$ cat src/rtl/riscv_mc_controller.sv
// riscv_mc_controller
// -------------------
// Multi-cycle control unit for an RV32I core. A state machine sequences each
// instruction through FETCH, DECODE and one to three execution states, and
// drives every datapath enable and mux select from the current state and the
// instruction fields.
//
// Parameters
//   TRAP_ON_ILLEGAL : 1 = an illegal encoding parks the core in TRAP until reset,
//                     0 = an illegal encoding is dropped and the FSM refetches.
//
// Ports
//   clk, rst        : rising-edge clock, asynchronous active-low reset
//   opcode, f3, f7  : IR[6:0], IR[14:12], IR[31:25]
//   zero, sign      : ALU result == 0, ALU result bit 31
//   pc_w, oldpc_w   : PC / OldPC write enables
//   IR_w            : instruction register write enable
//   adr_src         : memory address select (0 PC, 1 result)
//   memwrite        : data memory write
//   regwrite        : register file write
//   imm_src         : immediate format (I 000, S 001, B 010, J 011, U 100)
//   ALUcontrol      : add 000, sub 001, and 010, or 011, xor 100, slt 101
//   Alu_srcA        : 0 PC, 1 OldPC, 2 A
//   Alu_srcB        : 0 B, 1 imm, 2 constant 4
//   result_src      : 0 ALU_reg, 1 MDR, 2 ALU_out, 3 imm
//   halted          : high while in TRAP
//   state           : current state code, for debug
module riscv_mc_controller #(
    parameter int unsigned TRAP_ON_ILLEGAL = 1
) (
    input  logic       clk,
    input  logic       rst,
    input  logic [6:0] opcode,
    input  logic [2:0] f3,
    input  logic [6:0] f7,
    input  logic       zero,
    input  logic       sign,
    output logic       pc_w,
    output logic       oldpc_w,
    output logic       IR_w,
    output logic       adr_src,
    output logic       memwrite,
    output logic       regwrite,
    output logic [2:0] imm_src,
    output logic [2:0] ALUcontrol,
    output logic [1:0] Alu_srcA,
    output logic [1:0] Alu_srcB,
    output logic [1:0] result_src,
    output logic       halted,
    output logic [3:0] state
);

    typedef enum logic [3:0] {
        StFetch    = 4'd0,
        StDecode   = 4'd1,
        StExecR    = 4'd2,
        StExecI    = 4'd3,
        StAluWb    = 4'd4,
        StMemAdr   = 4'd5,
        StMemRead  = 4'd6,
        StMemWb    = 4'd7,
        StMemWrite = 4'd8,
        StBranch   = 4'd9,
        StJal      = 4'd10,
        StJalrPc   = 4'd11,
        StLui      = 4'd12,
        StTrap     = 4'd13
    } state_e;

    // Opcodes
    localparam logic [6:0] OpR      = 7'b0110011;
    localparam logic [6:0] OpImm    = 7'b0010011;
    localparam logic [6:0] OpLoad   = 7'b0000011;
    localparam logic [6:0] OpStore  = 7'b0100011;
    localparam logic [6:0] OpBranch = 7'b1100011;
    localparam logic [6:0] OpJal    = 7'b1101111;
    localparam logic [6:0] OpJalr   = 7'b1100111;
    localparam logic [6:0] OpLui    = 7'b0110111;

    localparam logic [6:0] F7Base = 7'b0000000;
    localparam logic [6:0] F7Alt  = 7'b0100000;

    // Immediate formats
    localparam logic [2:0] ImmI = 3'b000;
    localparam logic [2:0] ImmS = 3'b001;
    localparam logic [2:0] ImmB = 3'b010;
    localparam logic [2:0] ImmJ = 3'b011;
    localparam logic [2:0] ImmU = 3'b100;

    // ALU operations
    localparam logic [2:0] AluAdd = 3'b000;
    localparam logic [2:0] AluSub = 3'b001;
    localparam logic [2:0] AluAnd = 3'b010;
    localparam logic [2:0] AluOr  = 3'b011;
    localparam logic [2:0] AluXor = 3'b100;
    localparam logic [2:0] AluSlt = 3'b101;

    // Mux selects
    localparam logic [1:0] SrcAPc    = 2'd0;
    localparam logic [1:0] SrcAOldPc = 2'd1;
    localparam logic [1:0] SrcAReg   = 2'd2;
    localparam logic [1:0] SrcBReg   = 2'd0;
    localparam logic [1:0] SrcBImm   = 2'd1;
    localparam logic [1:0] SrcBFour  = 2'd2;
    localparam logic [1:0] ResAluReg = 2'd0;
    localparam logic [1:0] ResMdr    = 2'd1;
    localparam logic [1:0] ResAluOut = 2'd2;
    localparam logic [1:0] ResImm    = 2'd3;

    // Where an illegal encoding sends the FSM.
    localparam state_e IllState = (TRAP_ON_ILLEGAL != 0) ? StTrap : StFetch;

    state_e state_q, state_d;

    // Decode helpers; each is only consumed in the state that owns that decode point.
    state_e     dec_next;
    logic [2:0] r_alu;
    logic       r_ok;
    logic [2:0] i_alu;
    logic       i_ok;
    logic       br_take;
    logic       br_ok;
    state_e     mem_next;

    always_ff @(posedge clk or negedge rst) begin
        if (!rst) begin
            state_q <= StFetch;
        end else begin
            state_q <= state_d;
        end
    end

    always_comb begin
        dec_next = IllState;
        case (opcode)
            OpR:              dec_next = StExecR;
            OpImm:            dec_next = StExecI;
            OpLoad, OpStore:  dec_next = StMemAdr;
            OpBranch:         dec_next = StBranch;
            OpJal:            dec_next = StJal;
            OpJalr:           dec_next = (f3 == 3'b000) ? StExecI : IllState;
            OpLui:            dec_next = StLui;
            default:          dec_next = IllState;
        endcase

        // R-type: f7 must be zero for every op except sub.
        r_alu = AluAdd;
        r_ok  = 1'b0;
        case (f3)
            3'b000: begin
                if (f7 == F7Alt) begin
                    r_alu = AluSub;
                    r_ok  = 1'b1;
                end else if (f7 == F7Base) begin
                    r_alu = AluAdd;
                    r_ok  = 1'b1;
                end
            end
            3'b111: begin
                r_alu = AluAnd;
                r_ok  = (f7 == F7Base);
            end
            3'b110: begin
                r_alu = AluOr;
                r_ok  = (f7 == F7Base);
            end
            3'b100: begin
                r_alu = AluXor;
                r_ok  = (f7 == F7Base);
            end
            3'b010: begin
                r_alu = AluSlt;
                r_ok  = (f7 == F7Base);
            end
            default: begin
                r_alu = AluAdd;
                r_ok  = 1'b0;
            end
        endcase
        // Bad encodings drive the default op rather than a half-decoded one.
        if (!r_ok) begin
            r_alu = AluAdd;
        end

        i_alu = AluAdd;
        i_ok  = 1'b1;
        case (f3)
            3'b000:  i_alu = AluAdd;
            3'b111:  i_alu = AluAnd;
            3'b110:  i_alu = AluOr;
            3'b100:  i_alu = AluXor;
            3'b010:  i_alu = AluSlt;
            default: i_ok  = 1'b0;
        endcase

        br_take = 1'b0;
        br_ok   = 1'b1;
        case (f3)
            3'b000:  br_take = zero;
            3'b001:  br_take = ~zero;
            3'b100:  br_take = sign;
            3'b101:  br_take = ~sign;
            default: br_ok   = 1'b0;
        endcase

        mem_next = IllState;
        if (f3 == 3'b010) begin
            if (opcode == OpLoad) begin
                mem_next = StMemRead;
            end else if (opcode == OpStore) begin
                mem_next = StMemWrite;
            end
        end
    end

    always_comb begin
        state_d    = state_q;
        pc_w       = 1'b0;
        oldpc_w    = 1'b0;
        IR_w       = 1'b0;
        adr_src    = 1'b0;
        memwrite   = 1'b0;
        regwrite   = 1'b0;
        imm_src    = ImmI;
        ALUcontrol = AluAdd;
        Alu_srcA   = SrcAPc;
        Alu_srcB   = SrcBReg;
        result_src = ResAluReg;
        halted     = 1'b0;

        case (state_q)
            StFetch: begin
                adr_src    = 1'b0;
                IR_w       = 1'b1;
                oldpc_w    = 1'b1;
                Alu_srcA   = SrcAPc;
                Alu_srcB   = SrcBFour;
                result_src = ResAluOut;
                pc_w       = 1'b1;
                state_d    = StDecode;
            end
            StDecode: begin
                // Precompute the branch/jal target into ALU_reg.
                Alu_srcA = SrcAOldPc;
                Alu_srcB = SrcBImm;
                if (opcode == OpBranch) begin
                    imm_src = ImmB;
                end else if (opcode == OpJal) begin
                    imm_src = ImmJ;
                end
                state_d = dec_next;
            end
            StExecR: begin
                Alu_srcA   = SrcAReg;
                Alu_srcB   = SrcBReg;
                ALUcontrol = r_alu;
                state_d    = r_ok ? StAluWb : IllState;
            end
            StExecI: begin
                Alu_srcA = SrcAReg;
                Alu_srcB = SrcBImm;
                imm_src  = ImmI;
                if (opcode == OpJalr) begin
                    ALUcontrol = AluAdd;
                    state_d    = StJalrPc;
                end else begin
                    ALUcontrol = i_ok ? i_alu : AluAdd;
                    state_d    = i_ok ? StAluWb : IllState;
                end
            end
            StAluWb: begin
                result_src = ResAluReg;
                regwrite   = 1'b1;
                state_d    = StFetch;
            end
            StMemAdr: begin
                Alu_srcA = SrcAReg;
                Alu_srcB = SrcBImm;
                imm_src  = (opcode == OpStore) ? ImmS : ImmI;
                state_d  = mem_next;
            end
            StMemRead: begin
                adr_src    = 1'b1;
                result_src = ResAluReg;
                state_d    = StMemWb;
            end
            StMemWb: begin
                result_src = ResMdr;
                regwrite   = 1'b1;
                state_d    = StFetch;
            end
            StMemWrite: begin
                adr_src    = 1'b1;
                result_src = ResAluReg;
                memwrite   = 1'b1;
                state_d    = StFetch;
            end
            StBranch: begin
                // ALU compares rs1-rs2 while ALU_reg still holds the target.
                Alu_srcA   = SrcAReg;
                Alu_srcB   = SrcBReg;
                ALUcontrol = AluSub;
                result_src = ResAluReg;
                pc_w       = br_ok & br_take;
                state_d    = br_ok ? StFetch : IllState;
            end
            StJal, StJalrPc: begin
                // PC takes the target from ALU_reg; ALU forms OldPC+4 as the link value.
                pc_w       = 1'b1;
                result_src = ResAluReg;
                Alu_srcA   = SrcAOldPc;
                Alu_srcB   = SrcBFour;
                ALUcontrol = AluAdd;
                state_d    = StAluWb;
            end
            StLui: begin
                imm_src    = ImmU;
                result_src = ResImm;
                regwrite   = 1'b1;
                state_d    = StFetch;
            end
            StTrap: begin
                halted  = 1'b1;
                state_d = StTrap;
            end
            default: begin
                state_d = StFetch;
            end
        endcase

        // Reset holds state at FETCH; block its writes until release.
        if (!rst) begin
            pc_w     = 1'b0;
            oldpc_w  = 1'b0;
            IR_w     = 1'b0;
            memwrite = 1'b0;
            regwrite = 1'b0;
        end
    end

    assign state = state_q;

endmodule

$ cat config.mk
export PLATFORM = sky130hd
export DESIGN_NAME = riscv_mc_controller
export DESIGN_NICKNAME = d
export VERILOG_FILES = /design/src/rtl/riscv_mc_controller.sv
export SDC_FILE = /design/constraint.sdc
export NUM_CORES = 1
export LEC_CHECK = 0
export BUFFER_PORTS_ARGS = -buffer_cell sky130_fd_sc_hd__clkbuf_2
export CAP_MARGIN = 5
export CORE_MARGIN = 1
export CORE_UTILIZATION = 30
export CTS_CLUSTER_SIZE = 10
export DETAILED_ROUTE_END_ITERATION = 10
export PLACE_DENSITY = 0.54
export SYNTH_ARGS = -nofsm -noshare
export SYNTH_HDL_FRONTEND = slang
export SYNTH_SLANG_ARGS = --single-unit
$ cat constraint.sdc
create_clock -name clk -period 3.1 [get_ports clk]
set_input_delay 0.155 -clock clk [delete_from_list [all_inputs] [get_ports clk]]
set_output_delay 0.155 -clock clk [all_outputs]
set_load 0.05 [all_outputs]
# Word-level counts from Yosys, hierarchy flattened
# Cells that the tools add are included.
# Widths: inputs -> output; s select.
totals:
  ff_bits: 4
  input_bits: 21
  output_inout_bits: 23
op_classes:
  n_eq_ne: 28
  mux: 40
  bitwise_logic: 3
  n_reduce_logical: 14
op_table:
  columns: ["operator", "n"]
  rows:
  - ["$pmux 4 s9", 1]
  - ["$eq 7x6->1 const B", 4]
  - ["$mux 4", 7]
  - ["$pmux 4 s7", 1]
  - ["$eq 4x4->1 const B", 6]
  - ["$eq 7x7->1 const B", 3]
  - ["$pmux 3 s3", 2]
  - ["$eq 4x3->1 const B", 4]
  - ["$mux 1", 15]
  - ["$pmux 3 s5", 1]
  - ["$eq 3x3->1 const B", 4]
  - ["$mux 3", 4]
  - ["$pmux 3 s4", 1]
  - ["$reduce_or 3->1", 4]
  - ["$reduce_or 4->1", 3]
  - ["$eq 4x2->1 const B", 2]
  - ["$pmux 2 s2", 2]
  - ["$eq 7x2->1 const B", 1]
  - ["$eq 7x5->1 const B", 1]
  - ["$logic_not 7->1", 1]
  - ["$pmux 2 s3", 1]
  - ["$reduce_or 2->1", 3]
  - ["$reduce_or 5->1", 1]
  - ["$eq 4x1->1 const B", 1]
  - ["other kinds (9)", 12]

# Logic depth before layout (Yosys ltp)
depth:
  word_depth: 6
  depth_mapped: 6

# Least setup slack after synthesis
# OpenSTA, ideal clock, no wires.
synth_timing:
  path_type: "register to register"
  from: "register state_q[1] (netlist: state[1])"
  to: "register state_q[3] (netlist: state[3])"
  t_arrival_ns: 3.149
  t_required_ns: 3.026
  path_slack_ns: -0.122
  stages_incl_launch_ff: 6
  cell_sequence: "dfrtp_1 -> clkbuf_1 -> nor2b_1 -> nand3_1 -> nor4b_1 -> a2111o_1"
synth_via:
  elab_chain_cells: 3
  elab_cells_between_ends: 12
synth_rtl:
  columns: ["item", "line_no", "rtl"]
  rows:
  - ["start: declaration", "113", "state_e state_q, state_d;"]
  - ["start signal: assignment", "127", "state_q <= StFetch;"]
  - ["start signal: assignment", "129", "state_q <= state_d;"]
  - ["$eq 4x4->1", "231", "case (state_q)"]
  - ["$reduce_or 2->1", null, null]
  - ["$pmux 4 s9 *", "231", null]
  - ["net state_d[3]", "113", null]
# The timed path passes the listed nets; every way through them passes the cells marked *.

# Worst setup path after layout
layout_timing:
  from: "register state_q[0] (netlist: state[0])"
  to: "output port ALUcontrol[2]"
layout_via:
  elab_chain_cells: 2
  elab_cells_between_ends: 4
layout_rtl:
  columns: ["item", "line_no", "rtl"]
  rows:
  - ["$eq 4x4->1 / $eq 4x2->1 (equally long branches)", "231", null]
  - ["$pmux 3 s3 *", "231", null]
  - ["end: declaration", "45", "output logic [2:0] ALUcontrol,"]
# Every way passes the cells marked *; elsewhere a longest branch is shown, timed or not.

==> results.json <==
{
  "tns_ns": 0,
  "drive_gt1_share_pct": 34.4,
  "insertedDiodeCount": 0,
  "antenna_left": 0,
  "met2WireLength_um": 1150,
  "wl_met1_um": 1130,
  "grt_pass1_vias": 806,
  "max_slew.worst_pin.slew_ns": 0.626,
  "timing.setup.critical_path_class": "flip-flop to primary output",
  "final_period_minus_worst_setup_slack_ns": 2.43,
  "regToRegStartpoint": "state[0]",
  "critical_path.max_fanout": 3,
  "met3WireLength_um": 153,
  "routed-via-count": 1049,
  "cts.reportedPaths.clkPinSlew_ns": 0.05,
  "ys_types": 43,
  "tritoncts_num_sinks": 4,
  "synth-warning-count": 0,
  "cts_tree": "built",
  "area_fraction_in_compound_gates_after_synthesis_pct": 25.4,
  "yosysTopAreaCell": "sky130_fd_sc_hd__dfrtp_1",
  "synthesis.area_per_instance_um2": 6.67,
  "placement.io_buffers": 43,
  "clock_tree.buffer_depth": 2,
  "gp_congestion": 0.888,
  "async_flop_share_pct": 100,
  "worst_setup_path_start_kind": "flip-flop",
  "clock-root-buffer": "sky130_fd_sc_hd__clkbuf_4",
  "worstSetupStartpoint": "state[0]",
  "irDropWorstVdd_v": 0.000703,
  "pwr_density_cell_nw_per_um2": 1130,
  "dieWidth_um": 54.1,
  "reg2reg_depth": 4,
  "rsz0062_at_grt": "no",
  "yosys.area.top_type_share_pct": 12.3,
  "grt_first_pass_wirelength_um": 3770,
  "cts.htree.levels": 1,
  "mappedNetlistNets": 143,
  "cts_made_buffers": 3,
  "start_util_pct": 32.2,
  "max_clock_freq_mhz": 411,
  "synth-xor-area-share_pct": 4.31,
  "outcome": "complete, no violations",
  "largest_register_ffs": 4,
  "timing.rr.end": "state[3]",
  "syn-cell-area_um2": 813,
  "detail_route.first_pass.iterations": 4,
  "cts_repair_resize_count": 0,
  "antenna_found_initial": 0,
  "synth_cells": 122,
  "final.period_utilization_pct": 78.5,
  "relSlewSlack_pct": 58.3,
  "grt_use_total_pct": 17.6,
  "synthToLayoutAreaGrowth_pct": 31.7,
  "timing.clock.skew_ns": 0.0180,
  "topmost_layer_with_routed_signal_wires": "met4",
  "synth_top_family_by_area": "simple AND/OR/NAND/NOR gates",
  "post_synth_mux_area_share_pct": 1.23,
  "synth.yosys.seq_area_share_pct": 12.3,
  "clk_latency_ns": 0.25,
  "core_area_um2": 2520,
  "timing.final.setup_violations": 0,
  "final_max_slew_viol_count": 0,
  "post_synth_fa_ha_maj_area_fraction_pct": 0,
  "finalWirelength_um": 2450,
  "leakage_power_total_nw": 0.489,
  "cap_viol_max_count": 0,
  "design.portCount": 44,
  "ys_seq_elements": 4,
  "detail_routed_via_count_per_cell": 5.52,
  "critPathCapture": "ALUcontrol[2]",
  "grt_max_degree": 23,
  "worst_slack_ns": 0.667,
  "gr-total-overflow": 0,
  "min_path_type": "input port to async pin",
  "dp.final_hpwl_um": 1960,
  "regToRegSetupSlack_ns": 1.18,
  "synth_enable_flop_cells": 0,
  "die_height_um": 54.1,
  "nNetsFinal": 183,
  "dominantRegCellSynth": "sky130_fd_sc_hd__dfrtp_1",
  "cp_capture_type": "primary output",
  "rows": 18,
  "final_hold_viols": 0,
  "wire_per_inst_um": 12.9,
  "final_cell_mix": "sky130_fd_sc_hd__clkbuf_2, sky130_fd_sc_hd__nand2_1, sky130_fd_sc_hd__nor2_1",
  "post_synth_main_area_contributors": "sky130_fd_sc_hd__dfrtp_1, sky130_fd_sc_hd__nand2_1, sky130_fd_sc_hd__nor2_1",
  "worst_ep_required_time_ns": 2.94,
  "synthSimpleGateAreaFrac_pct": 51.2,
  "layout_commonest_cell": "sky130_fd_sc_hd__clkbuf_2",
  "die_outline_area_um2": 2920,
  "worstPathArrival_ns": 2.28,
  "route.detailed.drc": 0,
  "number_of_design_rule_violations_left_by_the_first_detailed_router_iteration": 35,
  "worst_slack_placed_ns": 0.938
}
## synth_stat cells, types with 2 or more instances
cell type,instances
sky130_fd_sc_hd__nand4_1,2
sky130_fd_sc_hd__or2_1,2
sky130_fd_sc_hd__nand2_1,17
sky130_fd_sc_hd__dfrtp_1,4
sky130_fd_sc_hd__nor3_2,2
sky130_fd_sc_hd__o21ai_0,5
sky130_fd_sc_hd__nor2_1,14
sky130_fd_sc_hd__nand3_1,3
sky130_fd_sc_hd__or3_1,4
sky130_fd_sc_hd__xor2_1,2
sky130_fd_sc_hd__nand2b_1,7
sky130_fd_sc_hd__a31oi_1,3
sky130_fd_sc_hd__and3_1,5
sky130_fd_sc_hd__nor3_1,2
sky130_fd_sc_hd__nor2b_1,5
sky130_fd_sc_hd__a2111o_1,2
sky130_fd_sc_hd__clkbuf_1,9
sky130_fd_sc_hd__xnor2_1,2
sky130_fd_sc_hd__nor3b_1,2
sky130_fd_sc_hd__a21oi_1,7
## worst min-delay path by stage
stage / startpoint / endpoint / slack [ns] / cells past startpoint
6_report: rst / state[2] / 0.27 / 2
5_1_grt: rst / state[2] / 0.31 / 2
4_1_cts: opcode[5] / state[2] / 0.27 / 3
3_5_place_dp: rst / state[1] / 0.0003 / 1
3_3_place_gp: rst / state[1] / -0.007 / 1
2_1_floorplan: rst / state[0] / -0.14 / 0
## power breakdown
group | total [mW] | internal [mW] | switching, mW | leakage, nW
Clock | 0.0706 | 0.0437 | 0.0269 | 0.0138
Combinational | 0.955 | 0.271 | 0.684 | 0.426
Sequential | 0.184 | 0.0795 | 0.104 | 0.0492
Total | 1.21 | 0.394 | 0.815 | 0.489
## metrics by stage
| step | cells | cell area [um2] | utilization [%] | hold WS (ns) | power, mW |
|---|---|---|---|---|---|
| 4_1_cts | 190 | 1070 | 42.5 | 0.274 | 1.21 |
| 2_1_floorplan | 122 | 820 | - | -0.141 | 0.940 |
| 3_5_place_dp | 186 | 1040 | 41.2 | 0.000341 | 1.13 |
| 3_3_place_gp | 186 | 1040 | 41.2 | -0.00689 | 1.13 |
| 5_1_grt | 190 | 1070 | 42.5 | 0.308 | 1.29 |
| 6_report | 190 | 1070 | 42.5 | 0.268 | 1.21 |
## per-layer routing
| metal | vias to the layer above | track usage [%] |
|---|---|---|
| li1 | 522 | - |
| met5 | - | 0 |
| met4 | 0 | 1.28 |
| met3 | 2 | 3.67 |
| met2 | 35 | 27.6 |
| met1 | 490 | 25.3 |
## timing repair
action	4_1_cts	5_1_grt
endpoints found under the hold margin	4	0
hold buffers	1	0
buffers inserted	0	0
## layout make-up
cell class | count | area [um2]
multi-input cells | 107 | 674
clock buffers | 3 | 22.5
repair buffers | 45 | 233
fillers | 290 | 1450
well taps | 30 | 37.5
inverters | 1 | 3.75
flip-flops and latches | 4 | 100
## kinds of logic (layout without fill, tap and decap cells)
group           after synthesis  in the layout
buf+inv                      11             49
compound gates               29             29
xor+xnor                      4              4
mux                           1              1
simple gates                 73             73
flops                         4              4
## worst max-delay path: stages (launching register included)
cell and delay (ns):
sky130_fd_sc_hd__dfrtp_1 0.38, sky130_fd_sc_hd__or4_4 0.54, sky130_fd_sc_hd__nor4_2 0.33, sky130_fd_sc_hd__a21oi_1 0.06
sky130_fd_sc_hd__or2_1 0.27, sky130_fd_sc_hd__nor3_2 0.16, sky130_fd_sc_hd__clkbuf_2 0.29
No activity file was read; power rests on OpenSTA's default activity.
